--- src/rtl/ram_dma_pkg.sv ---
// Shared types and defaults for the RAM-to-RAM copy engine.
package ram_dma_pkg;

    localparam int unsigned AW_DEF = 13;
    localparam int unsigned DW_DEF = 32;

    typedef enum logic [1:0] {
        IDLE = 2'd0,
        RD   = 2'd1,
        WR   = 2'd2,
        FIN  = 2'd3
    } dma_state_t;

endpackage

--- src/rtl/ram_dma_copy.sv ---
// Word-copy DMA initiator for a single-port synchronous RAM: alternating read/write cycles.
// Optional XOR checksum of copied words when RAM_DMA_CKSUM_EN is defined.
module ram_dma_copy
    import ram_dma_pkg::*;
#(
    parameter int unsigned AW   = AW_DEF,
    parameter int unsigned DW   = DW_DEF,
    parameter int unsigned LENW = AW + 1
) (
    input  logic            clk,
    input  logic            reset_b,
    input  logic            start,
    input  logic [AW-1:0]   src_addr,
    input  logic [AW-1:0]   dst_addr,
    input  logic [LENW-1:0] len,
    output logic            busy,
    output logic            done,
    output logic [DW-1:0]   cksum,
    output logic            ram_cs_b,
    output logic            ram_rnw,
    output logic [AW-1:0]   ram_address,
    output logic [DW-1:0]   ram_din,
    input  logic [DW-1:0]   ram_dout
);

    dma_state_t      state;
    dma_state_t      state_n;
    logic [AW-1:0]   src_q;
    logic [AW-1:0]   src_n;
    logic [AW-1:0]   dst_q;
    logic [AW-1:0]   dst_n;
    logic [LENW-1:0] rem_q;
    logic [LENW-1:0] rem_n;
    logic [AW-1:0]   addr_n;
    logic [DW-1:0]   din_q;

    // Next-state and pointer/count update
    always_comb begin
        state_n = state;
        src_n   = src_q;
        dst_n   = dst_q;
        rem_n   = rem_q;
        case (state)
            IDLE: begin
                if (start) begin
                    src_n   = src_addr;
                    dst_n   = dst_addr;
                    rem_n   = len;
                    state_n = (len == '0) ? FIN : RD;
                end
            end
            RD: begin
                state_n = WR;
            end
            WR: begin
                src_n   = src_q + AW'(1);
                dst_n   = dst_q + AW'(1);
                rem_n   = rem_q - LENW'(1);
                state_n = (rem_n != '0) ? RD : FIN;
            end
            FIN: begin
                state_n = IDLE;
            end
            default: begin
                state_n = IDLE;
            end
        endcase
    end

    // Address for the upcoming bus cycle; holds outside RD/WR
    always_comb begin
        addr_n = ram_address;
        if (state_n == RD) begin
            addr_n = src_n;
        end else if (state_n == WR) begin
            addr_n = dst_n;
        end
    end

    // Outputs are registered from the next state so they line up with the state they describe
    always_ff @(posedge clk or negedge reset_b) begin
        if (!reset_b) begin
            state       <= IDLE;
            src_q       <= '0;
            dst_q       <= '0;
            rem_q       <= '0;
            din_q       <= '0;
            ram_cs_b    <= 1'b1;
            ram_rnw     <= 1'b1;
            ram_address <= '0;
            busy        <= 1'b0;
            done        <= 1'b0;
        end else begin
            state       <= state_n;
            src_q       <= src_n;
            dst_q       <= dst_n;
            rem_q       <= rem_n;
            ram_cs_b    <= !((state_n == RD) || (state_n == WR));
            ram_rnw     <= (state_n != WR);
            ram_address <= addr_n;
            busy        <= (state_n == RD) || (state_n == WR);
            done        <= (state_n == FIN);
            if (state == WR) begin
                din_q <= ram_dout;
            end
        end
    end

    // Read data arrives during WR, so write data bypasses straight from the RAM and is then held
    assign ram_din = (state == WR) ? ram_dout : din_q;

`ifdef RAM_DMA_CKSUM_EN
    always_ff @(posedge clk or negedge reset_b) begin
        if (!reset_b) begin
            cksum <= '0;
        end else if ((state == IDLE) && start) begin
            cksum <= '0;
        end else if (state == WR) begin
            cksum <= cksum ^ ram_dout;
        end
    end
`else
    assign cksum = '0;
`endif

endmodule
--- config.mk ---
export PLATFORM = sky130hd
export DESIGN_NAME = ram_dma_copy
export DESIGN_NICKNAME = d
export VERILOG_FILES = /design/src/rtl/ram_dma_pkg.sv /design/src/rtl/ram_dma_copy.sv
export SDC_FILE = /design/constraint.sdc
export NUM_CORES = 1
export LEC_CHECK = 0
export ABC_CLOCK_PERIOD_IN_PS = 8800
export CORE_ASPECT_RATIO = 1.1
export CORE_MARGIN = 1.5
export CORE_UTILIZATION = 56
export CTS_CLUSTER_DIAMETER = 100
export DETAILED_ROUTE_END_ITERATION = 6
export DONT_BUFFER_PORTS = 1
export GPL_TIMING_DRIVEN = 1
export PLACE_DENSITY = 0.72
export SLEW_MARGIN = 40
export SYNTH_ARGS = -nofsm -noshare
export SYNTH_HDL_FRONTEND = slang
export SYNTH_SLANG_ARGS = --single-unit
--- constraint.sdc ---
create_clock -name clk -period 8.8 [get_ports clk]
set_input_delay 1.76 -clock clk [delete_from_list [all_inputs] [get_ports clk]]
set_output_delay 1.76 -clock clk [all_outputs]
set_load 0.1 [all_outputs]
==> flow_results.org, run 1 <==
** Status
- The run finished with clean final reports.

** Yosys
- After Yosys synthesis, full adders, half adders and majority gates account for 1.836% of the synthesized area.
- Area fraction in compound gates after synthesis :: 17.34%
- Summed over its instances, the top area cell type makes up 46.68% of the synthesized netlist area.
- Synthesis inferred 91 register bits.
- Yosys attributes the largest share of cell area to sky130_fd_sc_hd__dfrtp_1 47%, sky130_fd_sc_hd__nand2_1 9.5%, sky130_fd_sc_hd__buf_4 5.4%.
- Measured against the total synthesized area, the mux share comes to 1.049%.
- Fraction of synthesis flops using an asynchronous set or reset pin :: 100.0%
- Simple logic cell fraction of the synthesized area :: 22.37%
- Ys flop type :: sky130_fd_sc_hd__dfrtp_1
- Yosys mapped the design onto 64 distinct sky130hd cell types.
- Cell with the most instances after synthesis :: sky130_fd_sc_hd__nand2_1
- Share of the synthesized netlist area taken by xor and xnor gates :: 0.5507%
- Number of synthesized flops with an enable pin :: 0
- Summing every instance area after synthesis gives 4771 um^2.
- Mean post-synth cell area :: 8.868 um^2
- The Yosys step of the flow raised 0 warnings.
- Main combinational cell family by area after synthesis :: simple AND/OR/NAND/NOR gates
- Of all cell types, the one taking the most synthesized area is sky130_fd_sc_hd__dfrtp_1.
- Sequential elements use 47.78% of the synthesized area.
- After synthesis, the most frequently instantiated cells are 121 x sky130_fd_sc_hd__nand2_1, 89 x sky130_fd_sc_hd__dfrtp_1, 34 x sky130_fd_sc_hd__buf_4, 33 x sky130_fd_sc_hd__a21oi_1, 30 x sky130_fd_sc_hd__nor2_1.
- Synthesis handed over a netlist of 538 instances.

** Setup path
- Worst path max stage delay :: 0.77 ns
- Register-to-Register Setup Slack :: 4.99 ns
- CP required :: 7.04 ns
- Crit start category :: flip-flop
- The cell family contributing the most delay on the critical path is simple AND/OR/NAND/NOR gates.
- Crit Path Category :: flip-flop to primary output
- The critical path goes through inv_2 > nand2_1 > buf_4 > nand2_1 > nand2_2.
- R2R cell count :: 10
- Buffers plus inverters on the worst setup path :: 2
- The startpoint identified for the worst register-to-register timing path is state[1]$_DFF_PN0_.
- Data on the critical path arrives at its endpoint at 2.70 ns.
- STA classifies the critical path endpoint as a primary output.
- By instance count, the cell type seen most on the critical path is sky130_fd_sc_hd__nand2_1.
- Maximum fanout count along the critical path :: 38
- Worst path slowest cell :: sky130_fd_sc_hd__dfrtp_1
- Capture instance of the worst register-to-register path :: ram_address[11]$_DFFE_PN0P_

** Timing
- Worst-case headroom to the max-slew limit :: 42.22%
- Static timing analysis puts the maximum clock frequency at 224.2 MHz.
- Hold WS :: 0.5477 ns
- Part of the cycle the worst path needs :: 50.68%
- Number of hold-slack violations in the final timing report :: 0
- Time the worst path needs with I/O delays and setup :: 4.459 ns
- For the final routed database, the setup TNS stands at 0 ns.
- Slew of the pin with the lowest slew margin :: 0.8673 ns
- Unrepaired setup endpoints after global routing :: false
- Count of final max-slew check failures :: 0
- Between clock sinks in the finished design, the worst skew comes to 0.01117 ns.
- Number of endpoints failing setup at the final stage :: 0

** Floorplan
- 156 I/O pins were placed.
- Die Height :: 99.81 um
- Core region area :: 8320 um^2
- Initial Utilization :: 57.34%
- Row generation in the floorplan step produced 35 rows.
- The die covers 9083 um^2.
- Measured along the x axis, the die boundary spans 91.01 um.

** Cells and area
- Final instance count without filler cells :: 641
- Ratio of cells with drive above 1 in the final layout :: 14.72%
- Diode count :: 0
- The final layout contains 607 nets.
- Area growth syn-to-layout :: 4.721%
- Cells fill 60.05% of the core in the end.

** Clock network
- Total CTS buffers :: 9
- TritonCTS built the clock tree.
- Cell chosen for the clock root :: sky130_fd_sc_hd__clkbuf_8
- Post-CTS Resized :: 0
- The clock passes through at most 2 buffers.
- The clock tree synthesis step divided the H-tree into 3 levels.
- Latest clock arrival within the worst-skew pair :: 0.36 ns
- Clock-pin slew was measured on the worst setup and hold paths at 0.09 ns.
- Buffers inserted to repair hold after CTS numbered 0.
- Buffers added to address setup during post-CTS repair amount to 0.
- The tree built by TritonCTS fans out to 91 sinks.

** Drt
- Per-cell via count in the routed design :: 6.243
- The count of nets left with antenna violations once routing finished came out at 0.
- Via total after detailed routing :: 4002
- DRT Wirelength :: 11.84 mm
- The first TritonRoute pass finished after 5 iterations.
- Count of unresolved DRC violations after routing :: 0
- Starting DRT DRC Count :: 351
- Detail-routed net length per standard cell :: 18.48 um

** Hold path
- Along the worst hold path, the cell count comes to 1.
- Origin of the worst min-delay path :: dst_q[12]$_DFF_PN0_
- In this run the worst hold path is classified as flip-flop to flip-flop.
- The worst hold path terminates at dst_q[12]$_DFF_PN0_.

** Global route
- Global route total overflow :: 0
- The first global-routing pass estimated 18.80 mm of wire.
- For this run, the total global-route usage over all layers was measured as 26.36%.
- Antenna violations before repair :: 0
- Entering global routing, the biggest net connects 92 pins.
- Vias in the first global route :: 3788

** Placed design
- After detailed placement, the design holds a cell count of 625.
- Port buffer count :: 0
- At the end of routability-driven placement, the weighted congestion stood at 0.9556.
- Once detailed placement completed, the half-perimeter wirelength came to 8.095 mm.

** Job
- Max-cap violations in this run came to 0.
layout make-up:
cell class | instances | area (um^2)
tap | 111 | 138.9
fill | 752 | 3324
clock buffer | 9 | 123.9
clock inverter | 7 | 82.58
timing repair buffer | 4 | 30.03
sequential | 91 | 2296
multi-input combinational | 402 | 2261
inverter | 17 | 63.81
routing by layer:
layer  global-route usage, %  up-vias  share of wire [%]
li1                        -     1814                  -
met1                   35.51     1887                 40
met2                   40.01      268                 45
met3                   8.409       33                 12
met4                   10.10        0                2.4
met5                       0        -                  0
how the worst max path moves through the flow:
stage,startpoint,end,slack (ns),depth (start not counted)
2_1_floorplan,ram_dout[10],ram_din[10],4.58,2
3_3_place_gp,state[0]$_DFF_PN0_,ram_din[28],4.54,5
3_5_place_dp,len[10],ram_address[11]$_DFFE_PN0P_,4.65,8
4_1_cts,state[0]$_DFF_PN0_,ram_din[29],4.37,5
5_1_grt,state[0]$_DFF_PN0_,ram_din[22],4.19,5
6_report,state[0]$_DFF_PN0_,ram_din[29],4.34,5
cell usage in the layout, fill, tap and decap left out, drive strengths merged, types with 3 or more instances in the layout:
| cell type | count |
|---|---|
| a21oi | 33 |
| a221o | 6 |
| a22oi | 7 |
| a31oi | 3 |
| a32oi | 5 |
| a41oi | 3 |
| and2 | 7 |
| and3 | 9 |
| buf | 4 |
| clkbuf | 9 |
| conb | 32 |
| dfrtp | 89 |
| ha | 7 |
| inv | 19 |
| mux2i | 5 |
| nand2 | 121 |
| nand2b | 5 |
| nand3 | 18 |
| nand4 | 10 |
| nor2 | 30 |
| nor2b | 3 |
| nor3 | 11 |
| nor4 | 7 |
| o21ai | 24 |
| o221a | 3 |
| o22ai | 14 |
| o32ai | 3 |
kinds of logic after synthesis:
family | count (synthesis)
AO/OA/AOI/OAI | 123
XOR/XNOR | 3
adder cells (fa/ha/maj) | 7
buffers and inverters | 76
flip-flops | 91
multiplexers | 5
other | 1
AND/OR/NAND/NOR | 232
sequential cells by signal, summed over array words and instances (netlist names):
name	count
din_q	32
rem_q	14
dst_q	13
ram_address	13
src_q	13
state	2
busy	1
done	1
ram_cs_b	1
ram_rnw	1
through the flow:
stage               setup slack [ns]  cell area (um^2)
floorplan                      4.578              4887
global route                   4.189              4996
CTS                            4.368              4992
detailed placement             4.655              4786
finish                         4.341              4996
global placement               4.541              4693
Power of run 1 is left out: the tool's default activity adds up to more than one toggle a clock period on the data nets, which glitch-free logic cannot reach.
==> run 2, diff against run 1 <==
--- a/config.mk
+++ b/config.mk
@@ -5,7 +5,7 @@
 export SDC_FILE = /design/constraint.sdc
 export NUM_CORES = 1
 export LEC_CHECK = 0
-export ABC_CLOCK_PERIOD_IN_PS = 8800
+export ABC_CLOCK_PERIOD_IN_PS = 4110
 export CORE_ASPECT_RATIO = 1.1
 export CORE_MARGIN = 1.5
 export CORE_UTILIZATION = 56
==> constraint.sdc (replaced) <==
create_clock -name clk -period 4.11 [get_ports clk]
set_input_delay 0.822 -clock clk [delete_from_list [all_inputs] [get_ports clk]]
set_output_delay 0.822 -clock clk [all_outputs]
set_load 0.1 [all_outputs]
==> flow_results.org, run 2 (synthesis gave the netlist of run 1 again) <==
** Clock network
- Number of sinks handled by clock tree synthesis :: 91
- In this run, post-CTS repair resized a total of 0 instances.
- The later pin in the worst-skew pair is clocked with a latency of 0.36 ns.
- The number of hold buffers added after CTS was 0.
- H-tree levels :: 3
- Post-CTS clock slew at the launch and capture registers of the worst setup and hold paths :: 0.10 ns
- In this run the post-CTS setup repair buffer count came out at 0.
- Total CTS buffers :: 9
- Clock tree from TritonCTS :: yes
- Cell chosen for the clock root :: sky130_fd_sc_hd__clkbuf_8
- CTS max path bufs :: 2

** Timing
- Setup TNS :: 0 ns
- Hold WS :: 0.1465 ns
- Maximum clock skew at final layout :: 0.01451 ns
- Number of hold-slack violations in the final timing report :: 0
- Unrepaired setup endpoints after global routing :: false
- Setup violations remaining at the end of the flow were counted as 0.
- Setup slack of the critical path after layout :: 0.7270 ns
- Time the worst path needs with I/O delays and setup :: 3.383 ns
- Part of the cycle the worst path needs :: 82.31%
- The max-slew violation count was 0.
- Worst-case headroom to the max-slew limit :: 42.04%
- For this run, the top clock speed supported by timing is 295.6 MHz.
- At the pin with the least slew margin, the transition time is 0.8700 ns.

** Cells and area
- Number of flip-flops under the largest register name :: 32
- Leading cell type in the layout, fill and taps excluded :: sky130_fd_sc_hd__nand2_1
- From synthesis to final layout, the design area changed by 9.074%.
- Final instance count without filler cells :: 677
- Leaving out fill and tap cells, the most frequent cells in the layout are 121 x sky130_fd_sc_hd__nand2_1, 76 x sky130_fd_sc_hd__dfrtp_1, 40 x sky130_fd_sc_hd__buf_4, 33 x sky130_fd_sc_hd__a21oi_1, 32 x sky130_fd_sc_hd__conb_1.
- Diode count :: 0
- Register ranked first by flip-flop count :: din_q
- Largest registers ranked by flip-flop count :: din_q x32, rem_q x14
- For this run, the post-layout net count is 643.
- Ratio of cells with drive above 1 in the final layout :: 14.31%

** Hold path
- The tightest min-delay check is of the input pin to asynchronous set/reset pin type.

** Setup path
- Register-to-Register Setup Slack :: 0.73 ns
- The worst register-to-register path begins at rem_q[0]$_DFFE_PN0P_.
- Worst path slowest cell :: sky130_fd_sc_hd__ha_1
- R2R cell count :: 13
- In this run the critical register-to-register path is captured at ram_address[6]$_DFFE_PN0P_.
- For this run, the slowest stage of the critical path takes 0.71 ns.
- The worst setup path is launched from a flip-flop.
- CP cell instances :: inv_1 > ha_1 > nor3b_1 > buf_4 > nand2_1 > nor2_1 > nor2_1 > a41o_1 > ha_1 > nor2b_1 > inv_1 > nor3_1 > a221o_1
- Of all nets on the critical path, the largest fanout is 20.
- CP required :: 4.35 ns
- Capturing element type of the critical path :: flip-flop
- Data arrival time of the critical path :: 3.62 ns
- Crit Path Category :: flip-flop to flip-flop

** Placed design
- Routability-driven placement finished with a final weighted congestion of 0.9383.
- Timing analysis after detailed placement gives a worst setup slack of 0.7899 ns.
- Buffers placed on the I/O ports in this run total 0.
- In this run, placement finished with an instance count of 661.
- The HPWL after detailed placement is 8.504 mm.

** Drt
- The first routing iteration left 336 violations.
- Via total after detailed routing :: 4084
- Per-cell via count in the routed design :: 6.032
- In the final routed layout, each cell accounts on average for 18.08 um.
- In this run the remaining antenna-violating nets after routing total 0.
- First-pass iteration count of the detailed router :: 5
- Count of unresolved DRC violations after routing :: 0
- DRT Wirelength :: 12.24 mm

** Floorplan
- The die covers 9083 um^2.
- Core Rows :: 35
- I/O pin cnt :: 156
- The region available for standard cell placement spans 8320 um^2.
- From bottom edge to top edge, the die measures 99.81 um.
- Initial Utilization :: 57.34%
- Die Span X :: 91.01 um

** Status
- Result of the run :: finished clean

** Global route
- First-pass GRT wire length :: 19.50 mm
- Pin count of the biggest net entering global routing :: 92
- Antenna violations before repair :: 0
- GRT Resource Usage Total :: 27.21%
- The via count of the first global-routing pass is 3894.
- Global route total overflow :: 0

** Job
- Max-cap violations in this run came to 0.
## run 2: area by class of cell
class	instances	area (um^2)
fill	741	3117
sequential	91	2296
multi-input combinational	402	2181
timing repair buffer	40	300.3
tap	111	138.9
clock buffer	10	127.6
clock inverter	6	96.34
inverter	17	63.81
## run 2: metal layers
| layer | up-vias | routed length, um | GRT usage, % |
|---|---|---|---|
| met2 | 228 | 5691 | 43.86 |
| met5 | - | 0 | 0 |
| met4 | 0 | 301 | 10.94 |
| met1 | 1946 | 4977 | 34.43 |
| met3 | 27 | 1271 | 8.258 |
| li1 | 1883 | - | - |
## run 2: worst max path at each step
stage,startpoint,cells past startpoint,slack [ns],endpoint
2_1_floorplan,rem_q[0]$_DFFE_PN0P_,12,1.16,ram_address[11]$_DFFE_PN0P_
3_3_place_gp,rem_q[0]$_DFFE_PN0P_,13,0.99,ram_address[6]$_DFFE_PN0P_
3_5_place_dp,rem_q[0]$_DFFE_PN0P_,13,0.79,ram_address[6]$_DFFE_PN0P_
4_1_cts,rem_q[0]$_DFFE_PN0P_,13,0.72,ram_address[6]$_DFFE_PN0P_
5_1_grt,rem_q[0]$_DFFE_PN0P_,13,0.47,ram_address[6]$_DFFE_PN0P_
6_report,rem_q[0]$_DFFE_PN0P_,13,0.73,ram_address[6]$_DFFE_PN0P_
## run 2: worst max-delay path, delay by kind of cell (launching register included)
kind,cells,cell delay (ns)
adders and majority gates,2,0.94
and+or+nand+nor,6,0.84
AOI/OAI and AO/OA,2,0.56
buffers and inverters,3,0.49
DFF,1,0.42
## run 2: metrics by stage
| stage | instance area (um^2) | util, % |
|---|---|---|
| floorplan | 4887 | - |
| CTS | 5200 | 62.50 |
| global placement | 4964 | 59.65 |
| global route | 5204 | 62.54 |
| finish | 5204 | 62.54 |
| detailed placement | 4976 | 59.80 |
Power of run 2 is left out for the same reason.
